**src/rtl/uart_frame_pkg.sv**
```systemverilog
// Shared constants for the UART frame deframer: delimiter byte, error codes and
// one-hot state encodings.
package uart_frame_pkg;

    localparam logic [7:0] SOF_CHAR = 8'h26;

    typedef enum logic [1:0] {
        ERR_NONE     = 2'b00,
        ERR_TIMEOUT  = 2'b01,
        ERR_OVERFLOW = 2'b10,
        ERR_OVERRUN  = 2'b11
    } err_e;

    typedef logic [4:0] state_t;

    localparam state_t ST_IDLE    = 5'b00001;
    localparam state_t ST_SOF2    = 5'b00010;
    localparam state_t ST_PAYLOAD = 5'b00100;
    localparam state_t ST_EOF2    = 5'b01000;
    localparam state_t ST_HOLD    = 5'b10000;

    // Inter-byte silence limit in clock cycles (10 bits per character).
    function automatic longint calc_timeout_clk(longint bytes, longint clk_hz, longint baud);
        return (bytes * 64'd10 * clk_hz) / baud;
    endfunction

endpackage

```
**src/rtl/frame_buf.sv**
```systemverilog
// Payload store: simple dual-port RAM with synchronous write and a registered,
// resettable read port.
module frame_buf #(
    parameter int DEPTH = 129,
    parameter int AW    = 8
) (
    input  logic          clk_i,
    input  logic          rst_n_i,
    input  logic          we_i,
    input  logic [AW-1:0] waddr_i,
    input  logic [7:0]    wdata_i,
    input  logic [AW-1:0] raddr_i,
    output logic [7:0]    rdata_o
);

    logic [7:0] mem_q [DEPTH];
    logic [7:0] rdata_q;

    always_ff @(posedge clk_i) begin
        if (we_i) begin
            mem_q[waddr_i] <= wdata_i;
        end
    end

    always_ff @(posedge clk_i) begin
        if (!rst_n_i) begin
            rdata_q <= '0;
        end else begin
            rdata_q <= mem_q[raddr_i];
        end
    end

    assign rdata_o = rdata_q;

endmodule

```
**src/rtl/uart_frame_deframer.sv**
```systemverilog
// Extracts &&payload&& frames from the UART byte stream, holds the payload until
// acknowledged, and flags timeout, overflow and overrun errors.
module uart_frame_deframer
    import uart_frame_pkg::*;
#(
    parameter int CLK_FREQ      = 50_000_000,
    parameter int BAUD_RATE     = 115_200,
    parameter int MAX_LEN       = 128,
    parameter int TIMEOUT_BYTES = 4
) (
    input  logic       sys_clk,
    input  logic       sys_rst_n,
    input  logic [7:0] rx_data,
    input  logic       rx_vld,
    input  logic [7:0] rd_addr,
    output logic [7:0] rd_data,
    output logic [7:0] frame_len,
    output logic       frame_done,
    input  logic       frame_ack,
    output logic       frame_err,
    output logic [1:0] err_code,
    output logic       busy
);

    localparam int     AW          = $clog2(MAX_LEN + 1);
    // The pointer can reach MAX_LEN+1 once a trailing '&' candidate is stored.
    localparam int     PW          = $clog2(MAX_LEN + 2);
    localparam longint TO_L        = calc_timeout_clk(TIMEOUT_BYTES, CLK_FREQ, BAUD_RATE);
    localparam int     TIMEOUT_CLK = int'(TO_L);
    localparam int     CNT_W       = $clog2(TIMEOUT_CLK + 1);

    state_t             state_q, state_d;
    logic [PW-1:0]      wr_ptr_q, wr_ptr_d;
    logic [CNT_W-1:0]   cnt_q, cnt_d;
    logic [7:0]         frame_len_q, frame_len_d;
    logic               frame_done_q, frame_done_d;
    logic               frame_err_q, frame_err_d;
    logic [1:0]         err_code_q, err_code_d;
    logic               wr_en;
    logic               is_sof, in_frame, in_body, timeout_hit, ovf_hit;
    logic               unused_rd_hi;

    assign is_sof      = (rx_data == SOF_CHAR);
    assign in_frame    = (state_q == ST_SOF2) || (state_q == ST_PAYLOAD) || (state_q == ST_EOF2);
    assign in_body     = (state_q == ST_PAYLOAD) || (state_q == ST_EOF2);
    assign timeout_hit = in_frame && !rx_vld && (cnt_q == CNT_W'(TIMEOUT_CLK - 1));
    // A non-'&' byte always extends the payload; '&' may still be a closing delimiter.
    assign ovf_hit     = in_body && rx_vld && !is_sof && (wr_ptr_q >= PW'(MAX_LEN));

    always_ff @(posedge sys_clk) begin
        if (!sys_rst_n) begin
            state_q      <= ST_IDLE;
            wr_ptr_q     <= '0;
            cnt_q        <= '0;
            frame_len_q  <= '0;
            frame_done_q <= 1'b0;
            frame_err_q  <= 1'b0;
            err_code_q   <= ERR_NONE;
        end else begin
            state_q      <= state_d;
            wr_ptr_q     <= wr_ptr_d;
            cnt_q        <= cnt_d;
            frame_len_q  <= frame_len_d;
            frame_done_q <= frame_done_d;
            frame_err_q  <= frame_err_d;
            err_code_q   <= err_code_d;
        end
    end

    always_comb begin
        state_d = state_q;
        case (state_q)
            ST_IDLE: begin
                if (rx_vld && is_sof) state_d = ST_SOF2;
            end
            ST_SOF2: begin
                if (timeout_hit)  state_d = ST_IDLE;
                else if (rx_vld)  state_d = is_sof ? ST_PAYLOAD : ST_IDLE;
            end
            ST_PAYLOAD: begin
                if (timeout_hit || ovf_hit) state_d = ST_IDLE;
                else if (rx_vld && is_sof)  state_d = ST_EOF2;
            end
            ST_EOF2: begin
                if (timeout_hit || ovf_hit) state_d = ST_IDLE;
                else if (rx_vld)            state_d = is_sof ? ST_HOLD : ST_PAYLOAD;
            end
            ST_HOLD: begin
                if (frame_ack) state_d = ST_IDLE;
            end
            default: state_d = ST_IDLE;
        endcase
    end

    always_comb begin
        wr_en        = 1'b0;
        wr_ptr_d     = wr_ptr_q;
        cnt_d        = '0;
        frame_len_d  = frame_len_q;
        frame_done_d = 1'b0;
        frame_err_d  = 1'b0;
        err_code_d   = err_code_q;

        if (in_frame && !rx_vld && !timeout_hit) begin
            cnt_d = cnt_q + 1'b1;
        end

        if (timeout_hit) begin
            frame_err_d = 1'b1;
            err_code_d  = ERR_TIMEOUT;
        end

        if (state_q == ST_SOF2 && rx_vld && is_sof) begin
            wr_ptr_d = '0;
        end

        if (in_body && rx_vld) begin
            if (ovf_hit) begin
                frame_err_d = 1'b1;
                err_code_d  = ERR_OVERFLOW;
            end else if (state_q == ST_EOF2 && is_sof) begin
                frame_done_d = 1'b1;
                frame_len_d  = 8'(wr_ptr_q - PW'(1));
            end else begin
                wr_en    = 1'b1;
                wr_ptr_d = wr_ptr_q + 1'b1;
            end
        end

        if (state_q == ST_HOLD && rx_vld) begin
            frame_err_d = 1'b1;
            err_code_d  = ERR_OVERRUN;
        end
    end

    frame_buf #(
        .DEPTH (MAX_LEN + 1),
        .AW    (AW)
    ) u_buf (
        .clk_i   (sys_clk),
        .rst_n_i (sys_rst_n),
        .we_i    (wr_en),
        .waddr_i (wr_ptr_q[AW-1:0]),
        .wdata_i (rx_data),
        .raddr_i (rd_addr[AW-1:0]),
        .rdata_o (rd_data)
    );

    // Address bits above the buffer depth only select undefined bytes.
    assign unused_rd_hi = ^rd_addr;

    assign frame_len  = frame_len_q;
    assign frame_done = frame_done_q;
    assign frame_err  = frame_err_q;
    assign err_code   = err_code_q;
    assign busy       = (state_q != ST_IDLE);

endmodule

```
**config.mk**
```make
export PLATFORM = sky130hd
export DESIGN_NAME = uart_frame_deframer
export DESIGN_NICKNAME = d
export VERILOG_FILES = /design/src/rtl/uart_frame_pkg.sv /design/src/rtl/frame_buf.sv /design/src/rtl/uart_frame_deframer.sv
export SDC_FILE = /design/constraint.sdc
export NUM_CORES = 1
export LEC_CHECK = 0
export ABC_AREA = 1
export BUFFER_PORTS_ARGS = -buffer_cell sky130_fd_sc_hd__buf_4
export CAP_MARGIN = 20
export CORE_MARGIN = 5
export CORE_UTILIZATION = 45
export CTS_CLUSTER_DIAMETER = 150
export CTS_CLUSTER_SIZE = 24
export DETAILED_ROUTE_END_ITERATION = 10
export GPL_ROUTABILITY_DRIVEN = 0
export PLACE_DENSITY_LB_ADDON = 0.2
export SLEW_MARGIN = 20
export SYNTH_ARGS = -nofsm -noshare
export SYNTH_HDL_FRONTEND = slang
export SYNTH_SLANG_ARGS = --single-unit
```
**constraint.sdc**
```tcl
create_clock -name sys_clk -period 3.17 [get_ports sys_clk]
set_input_delay 0.317 -clock sys_clk [delete_from_list [all_inputs] [get_ports sys_clk]]
set_output_delay 0.317 -clock sys_clk [all_outputs]
set_load 0.02 [all_outputs]
```
==> results of run 1 <==
[worst paths after layout]
path | endpoint | from | cells past startpoint
worst min-delay path | state_q[0] | sys_rst_n | 2
worst max register to register | u_buf.mem_q[116][2] | state_q[4] | 7
worst max-delay path | u_buf.mem_q[116][2] | rx_data[3] | 11
worst min register to register | cnt_q[0] | cnt_q[0] | 1
[worst max-delay path, delay by kind of cell]
family                 cells  cell delay, ns
and+or+nand+nor            7            1.73
buffers and inverters      4            1.08
[synth_stat cells (2+ instances only)]
| library cell | number |
|---|---|
| nor4_1 | 2 |
| dfxtp_1 | 48 |
| xor2_1 | 2 |
| nor4_2 | 2 |
| nor3_2 | 2 |
| nand3b_1 | 2 |
| nor2_4 | 2 |
| o21ai_0 | 22 |
| buf_2 | 143 |
| nand4_1 | 6 |
| nand3_4 | 2 |
| nand2_2 | 2 |
| nand3_2 | 2 |
| buf_4 | 25 |
| inv_1 | 83 |
| inv_4 | 2 |
| edfxtp_1 | 1032 |
| buf_1 | 22 |
| ha_1 | 6 |
| a211oi_1 | 3 |
| inv_2 | 2 |
| nand2_1 | 1388 |
| a31oi_1 | 5 |
| nor2_1 | 204 |
| clkbuf_1 | 50 |
| a21oi_1 | 19 |
| nand3_1 | 890 |
| nor3_1 | 12 |
| nor3b_1 | 5 |
[flip-flops by register name (all words and copies together) (netlist names)]
| signal | cells |
|---|---|
| frame_done | 1 |
| state_q | 5 |
| u_buf.rdata_o | 8 |
| frame_len | 8 |
| frame_err | 1 |
| err_code | 2 |
| u_buf.mem_q | 1032 |
| wr_ptr_q | 8 |
| cnt_q | 15 |
[what timing repair did]
item / in CTS / in global routing
setup endpoints to repair: 0 / 0
endpoints found under the hold margin: 9 / 0
hold buffers: 2 / 0
[metal layers]
metal | wire, microns | vias to the layer above | global-route usage
met1 | 51800 | 14200 | 0.312
met2 | 55200 | 858 | 0.351
li1 | - | 13800 | -
met4 | 3300 | 2 | 0.0584
met3 | 6890 | 139 | 0.0254
met5 | 8 | - | 0
[through the flow]
step                total power [mW]  hold WS, ns
finish                          24.9       0.0503
global route                    25.7       0.0325
CTS                             25.0      0.00508
global placement                18.0        0.433
floorplan                       17.2        0.416
detailed placement              18.0        0.442
[area by class of cell]
cell class / instances / area, sq um
Sequential cell: 1080 / 32000
Multi-Input combinational cell: 2586 / 11100
Timing Repair Buffer: 225 / 1990
Inverter: 87 / 355
Clock buffer: 60 / 1290
Antenna cell: 1 / 2.50
Fill cell: 8881 / 50000
Tap cell: 1287 / 1610
Clock inverter: 3 / 33.8
[kinds of logic after synthesis]
logic type      after synthesis  synth area share
simple gates               2524             0.241
flops                      1080             0.716
buf+inv                     327            0.0337
compound gates               53           0.00662
fa+ha+maj                     6           0.00168
xor+xnor                      3          0.000589
[power by group]
part	total, mW	leakage [nW]	internal, mW	switching, mW
sequential	15.7	9.66	15.6	0.0324
clock	7.16	0.644	2.89	4.27
combinational	2.05	6.99	0.546	1.50
==> run summary, run 1 <==
The synthesized design contains 1032 enable-type register cells. The post-route fraction of the period consumed by the critical path came out at 0.921. Along the worst path, the maximum fanout reaches 19. In this design, the stage delay of the slowest critical-path cell is 0.63 ns.

The total global routing track utilization was 0.216; the number of global-route vias before repair was 27800. The run gives 17.3 nW as the leakage power summed over all cells. The run gives 117000 microns as the total detailed-routing wirelength. The fraction of post-synthesis cell area in the top cell type by area was 0.695; the area enclosed by the die boundary was 106000 sq um. The most common cell after layout, fill and taps aside is nand2_1.

The core occupancy in the finished layout was 0.492. For the number of placed instances with taps included, the log shows 5263. STA puts the critical path data arrival time at 3.19 ns. The first global-routing pass estimated 176000 microns of wire.

The logs give 0 for the yosys synthesis warning count and 115 for the total number of placement rows. The largest voltage drop on the vdd net was 465 uV; the worst-margin pin slew was 0.999 ns. In the final routed layout, each cell accounts on average for 22.0 microns.

The tree is rooted in a clkbuf_16. A synthesized cell averages 11.2 sq um. The run gives 0 as the antenna violation net count after detailed routing. Clock-pin slew was measured on the worst setup and hold paths at 0.10 ns. In this run the cell area of the synthesized design comes to 44600 sq um. STA classifies the critical path startpoint as a primary input. The run gives 50 as the total CTS buffers. The detailed-routing iteration count for the pre-antenna-repair pass came out at 6. The sequential element share of the synthesized area was 0.716; the final setup skew was 0.0191 ns. The number of vias after detailed routing is 29000, and the total power per unit cell area is 514 nW/um^2. The critical path required time came out at 3.44 ns. The finished cells cover 48400 sq um. The critical setup path kind was primary input to register. The minimum period implied by the final worst setup slack works out to 2.92 ns.

For this design the top-level I/O count stands at 41. In the routed design, unresolved DRC markers number 0. The number of antenna violations at the first check in global routing is 1. Entering global routing, the biggest net connects 136 pins. The logs give 3993 for the synthesized instance count and 0.249 ns for the worst setup margin. Counting along the longest clock path gives a buffer depth of 3. Static timing analysis puts the maximum clock frequency at 342 MHz. TritonCTS built the clock tree.

After floorplanning, the core was sized to cover 98400 sq um. In this run the vertical extent of the chip is 325 microns. The run finished with clean final reports. Width of the chip: 325 microns. The fraction of layout instances using a drive strength above 1 was 0.0740; the post-synthesis sequential element count was 1080.

The worst hold-check path type is primary input to register. The relative slew slack came out at 0.334. The signal on the critical path passes through dlygate4sd3_1 -> buf_4 -> nor2_1 -> nand3b_1 -> nor2_2 -> inv_2 -> nand3_4 -> nand3_4 -> inv_4 -> nand2_1 -> nor2_1. Leaving out fill and tap cells, the most frequent cells in the layout are nand2_1 (1388), edfxtp_1 (1032), nand3_1 (890), nor2_1 (204), buf_4 (194). The clock latency on the worst-skew pair was 0.64 ns; the maximum level of the CTS H-tree was 2. The placement-stage worst setup slack came out at 0.152 ns. The largest individual stage delay along the critical path comes from the cell nor2_1. For the internal reg-to-reg setup slack, the log shows 0.45 ns. The starting utilization of the core area is 0.453. The post-CTS resize count was 0. During placement, the flow inserted port buffers numbering 40. The run gives 0 as the number of hold-slack violations in the final timing report. Once the clock tree was built, the setup fixing pass inserted 0 buffers.

The number of nets in the synthesized netlist is 4019. Setup violations remaining at the end of the flow were counted as 0. The placed wire-length estimate came out at 71100 microns. In the final timing run, aggregate negative setup slack is 0 ns.

In this run the cell area measured after placement is 47000 sq um. Of all cell types, the one taking the most synthesized area is edfxtp_1. For this run, the leading register cell type out of synthesis is edfxtp_1. The final layout contains 4056 nets.

The via density per instance is 5.44, and the async set-reset flop share out of synthesis is 0. The post-synthesis to final-layout area growth is 8.47%, and the number of standard cells in the final layout excluding fillers is 5329. The tools report the violation count after the first detailed-route iteration as 2663.

The run gives 0 as the overflow left after global routing. The worst setup path is captured at a register. The number of distinct library cells after synthesis is 37.

Sorting the synthesized cells by area gives the leading types as edfxtp_1 (69%), nand2_1 (12%), nand3_1 (10%). The tools report the max-slew violation total from the final report as 0. Counting every sink on the clock net gives 1080. The count of maximum capacitance violations is 0. Setup repair after global routing left no endpoint under its margin.
No activity file was read; power rests on OpenSTA's default activity.
==> inputs of run 2 (changes only) <==
- CORE_ASPECT_RATIO: unset -> 0.8
==> run summary, run 2 (synthesized netlist as in run 1, its figures left out) <==
The worst setup path is of the register to register kind. The run gives 0.452 as the starting utilization of the core area. The tools report the relative slew slack as 0.257. CTS built an H-tree with a depth of 2. For the violation count after the first detailed-route iteration, the log shows 3452.

After routing the design area is 48900 sq um. The worst hold-check path type is primary input to register. The largest stage delay on the critical path is 0.38 ns. The critical path contains buffers and inverters numbering 4 combined. The tools report the global routing met1 resource utilization as 0.346. Measured along the x axis, the die boundary spans 362 microns.

The worst hold path begins at rx_vld. The register with the most flip-flops in the layout has 1032 of them. Counting stages on the worst path, the most repeated cell is inv_1. The floorplan has 103 rows. In this design, the largest share of critical-path delay is due to buffers and inverters. For the hold buffer count at cts, the log shows 1.

For the worst hold slack, the log shows 0.0566 ns. The core occupancy in the finished layout was 0.496. After clock tree synthesis, the clock-pin slew on the worst setup and hold paths is 0.11 ns. The number of vias after detailed routing was 29700. Before antenna repair, the detailed router went through 6 iterations. The post-route fraction of the period consumed by the critical path works out to 0.782. Wire length per cell after detailed routing: 22.6 microns.

For the clock latency on the worst-skew pair, the log shows 0.66 ns. At the worst endpoint, the required time is 3.54 ns. The count of boundary I/O pins is 41. After clock tree synthesis, the setup repair step added 0 buffers. For the number of antenna violations at the first check in global routing, the log shows 2. The run finished with clean final reports. The worst reg-to-reg path cell count came out at 9. The worst path in the final design needs a cycle of 2.48 ns, including I/O delays and setup.

The logs give 403 MHz for the maximum clock rate and 122000 microns for the total detailed-routing wirelength. Post-CTS resize count: 0. The max-slew violation total from the final report was 0. For the antenna violation net count after detailed routing, the log shows 0. TritonCTS built the clock tree. For the final setup skew, the log shows 0.0208 ns. Walking the worst path, the cells encountered are inv_1 -> ha_1 -> inv_1 -> nor2_1 -> inv_1 -> nor2_1 -> nand3_1 -> nor3_1 -> buf_4. Setup repair after global routing left no endpoint under its margin.

In this run the static leakage power is 17.6 nW. The met2 track utilization from global routing is 0.340, and the total core area is 98600 sq um. Counting the buffers created by CTS gives 50.

After detailed routing, the number of remaining DRC violations is 0. Number of global-route vias before repair: 27700. After filler insertion, the fill cell instance count of the layout stands at 8819. From bottom edge to top edge, the die measures 292 microns.

Fraction of layout instances using a drive strength above 1: 0.0838. Along the worst hold path, the cell count comes to 4. The most common cell after layout, fill and taps aside is nand2_1. For the number of hold-slack violations in the final timing report, the log shows 0. After routing, the total negative slack on setup checks comes to 0 ns.

Setup violations remaining at the end of the flow were counted as 0. Leaving out fill and tap cells, the most frequent cells in the layout are nand2_1 (1388), edfxtp_1 (1032), nand3_1 (890), buf_4 (239), nor2_1 (204). The critical path launch point type is a register. The floorplan step defined a die boundary enclosing 106000 sq um.

The logs give 0.226 for the total global routing track utilization and 0.69 ns for the internal reg-to-reg setup slack. For the maximum number of pins on one net before global-route repair, the log shows 130. The clock passes through at most 3 buffers. The quantity of I/O buffers inserted on ports works out to 40.

The logs give 0.0423 for the met3 capacity usage during global routing and 0 for the count of maximum capacitance violations. Using the TritonRoute via totals, the vias-per-cell ratio works out to 5.49. The total overflow left after global routing is 0.

After global routing, the most crowded layer is met1. The wire length of the first global-routing pass is 182000 microns. The design draws 25.2 mW.

For the pin with the worst max-slew slack, the measured transition is 1.11 ns. The endpoint identified for the worst register-to-register timing path is u_buf.mem_q[128][2]. Detailed placement finished with a half-perimeter wire length of 73600 microns. After detailed placement, the total cell area comes to 47400 sq um. For the worst setup path, the data arrival time is 2.85 ns.

Register ranked first by flip-flop count: u_buf.mem_q. Total power per unit cell area: 515 nW/um^2. The largest voltage drop on the vdd net was 394 uV. In this run the critical register-to-register path is launched from wr_ptr_q[0]. Along the worst path, the maximum fanout reaches 8.

The cell with the biggest individual delay on the critical path is dfxtp_1. The post-synthesis to final-layout area growth is 9.53%. The largest registers in the layout are u_buf.mem_q: 1032 flops, cnt_q: 15 flops. The run gives 4099 as the post-layout net count. The path with the worst hold slack has its endpoint at state_q[0]. The kind of capture point of the worst setup path was a register. The tree is rooted in a clkbuf_16.

The clock drives 1080 sinks.
run 2: changes by cell type in the layout (fill, tap and decap cells not counted):
cell / previous run / this run
buf_12: 21 / 26
buf_4: 194 / 239
buf_6: 6 / 0
clkbuf_1: 10 / 20
clkbuf_16: 50 / 53
clkinv_8: 1 / 0
dlygate4sd3_1: 2 / 1
inv_6: 2 / 0
run 2: area by class of cell:
type	instances	area [sq um]	share of cell area
inverter	87	355	0.00727
sequential	1080	32000	0.654
antenna	1	2.50	0.0000512
multi-input combinational	2586	11100	0.228
clock buffer	73	1400	0.0287
timing repair buffer	268	2350	0.0482
tap	1312	1640	0.0336
run 2: worst reg2reg max path: stages, from the launching register on:
cell and delay, ns:
dfxtp_1 0.38, inv_1 0.26, ha_1 0.32, inv_1 0.12, nor2_1 0.15, inv_1 0.21, nor2_1 0.22, nand3_1 0.12
nor3_1 0.21, buf_4 0.21
run 2: report_power, final:
group          total, mW  internal [mW]  leakage, nW  switching [mW]
Combinational       2.11          0.553         7.24            1.56
Clock               7.38           3.07        0.677            4.31
Sequential          15.7           15.6         9.66          0.0310
run 2: routing by layer:
metal	vias up	wire length, microns	share of wire
li1	13900	-	-
met1	14500	55200	0.45
met2	1111	53600	0.44
met3	123	10300	0.084
met4	0	2870	0.023
met5	-	0	0
run 2: worst max path at each step:
stage                startpoint                  end  slack [ns]  cells past startpoint
floorplan           wr_ptr_q[0]  u_buf.mem_q[128][0]        0.95                      8
global placement     rd_addr[0]     u_buf.rdata_o[6]        0.26                     16
detailed placement   rd_addr[0]     u_buf.rdata_o[6]        0.26                     16
CTS                  state_q[4]   u_buf.mem_q[50][1]        0.75                      8
global route        wr_ptr_q[6]   u_buf.mem_q[99][7]        0.58                      5
finish              wr_ptr_q[0]  u_buf.mem_q[128][2]        0.69                      9
run 2: through the flow:
stage | setup WS, ns | cells
after global routing | 0.576 | 5406
final | 0.691 | 5407
after global placement | 0.265 | 5332
after floorplan | 0.951 | 3993
after detailed placement | 0.257 | 5332
after CTS | 0.751 | 5406
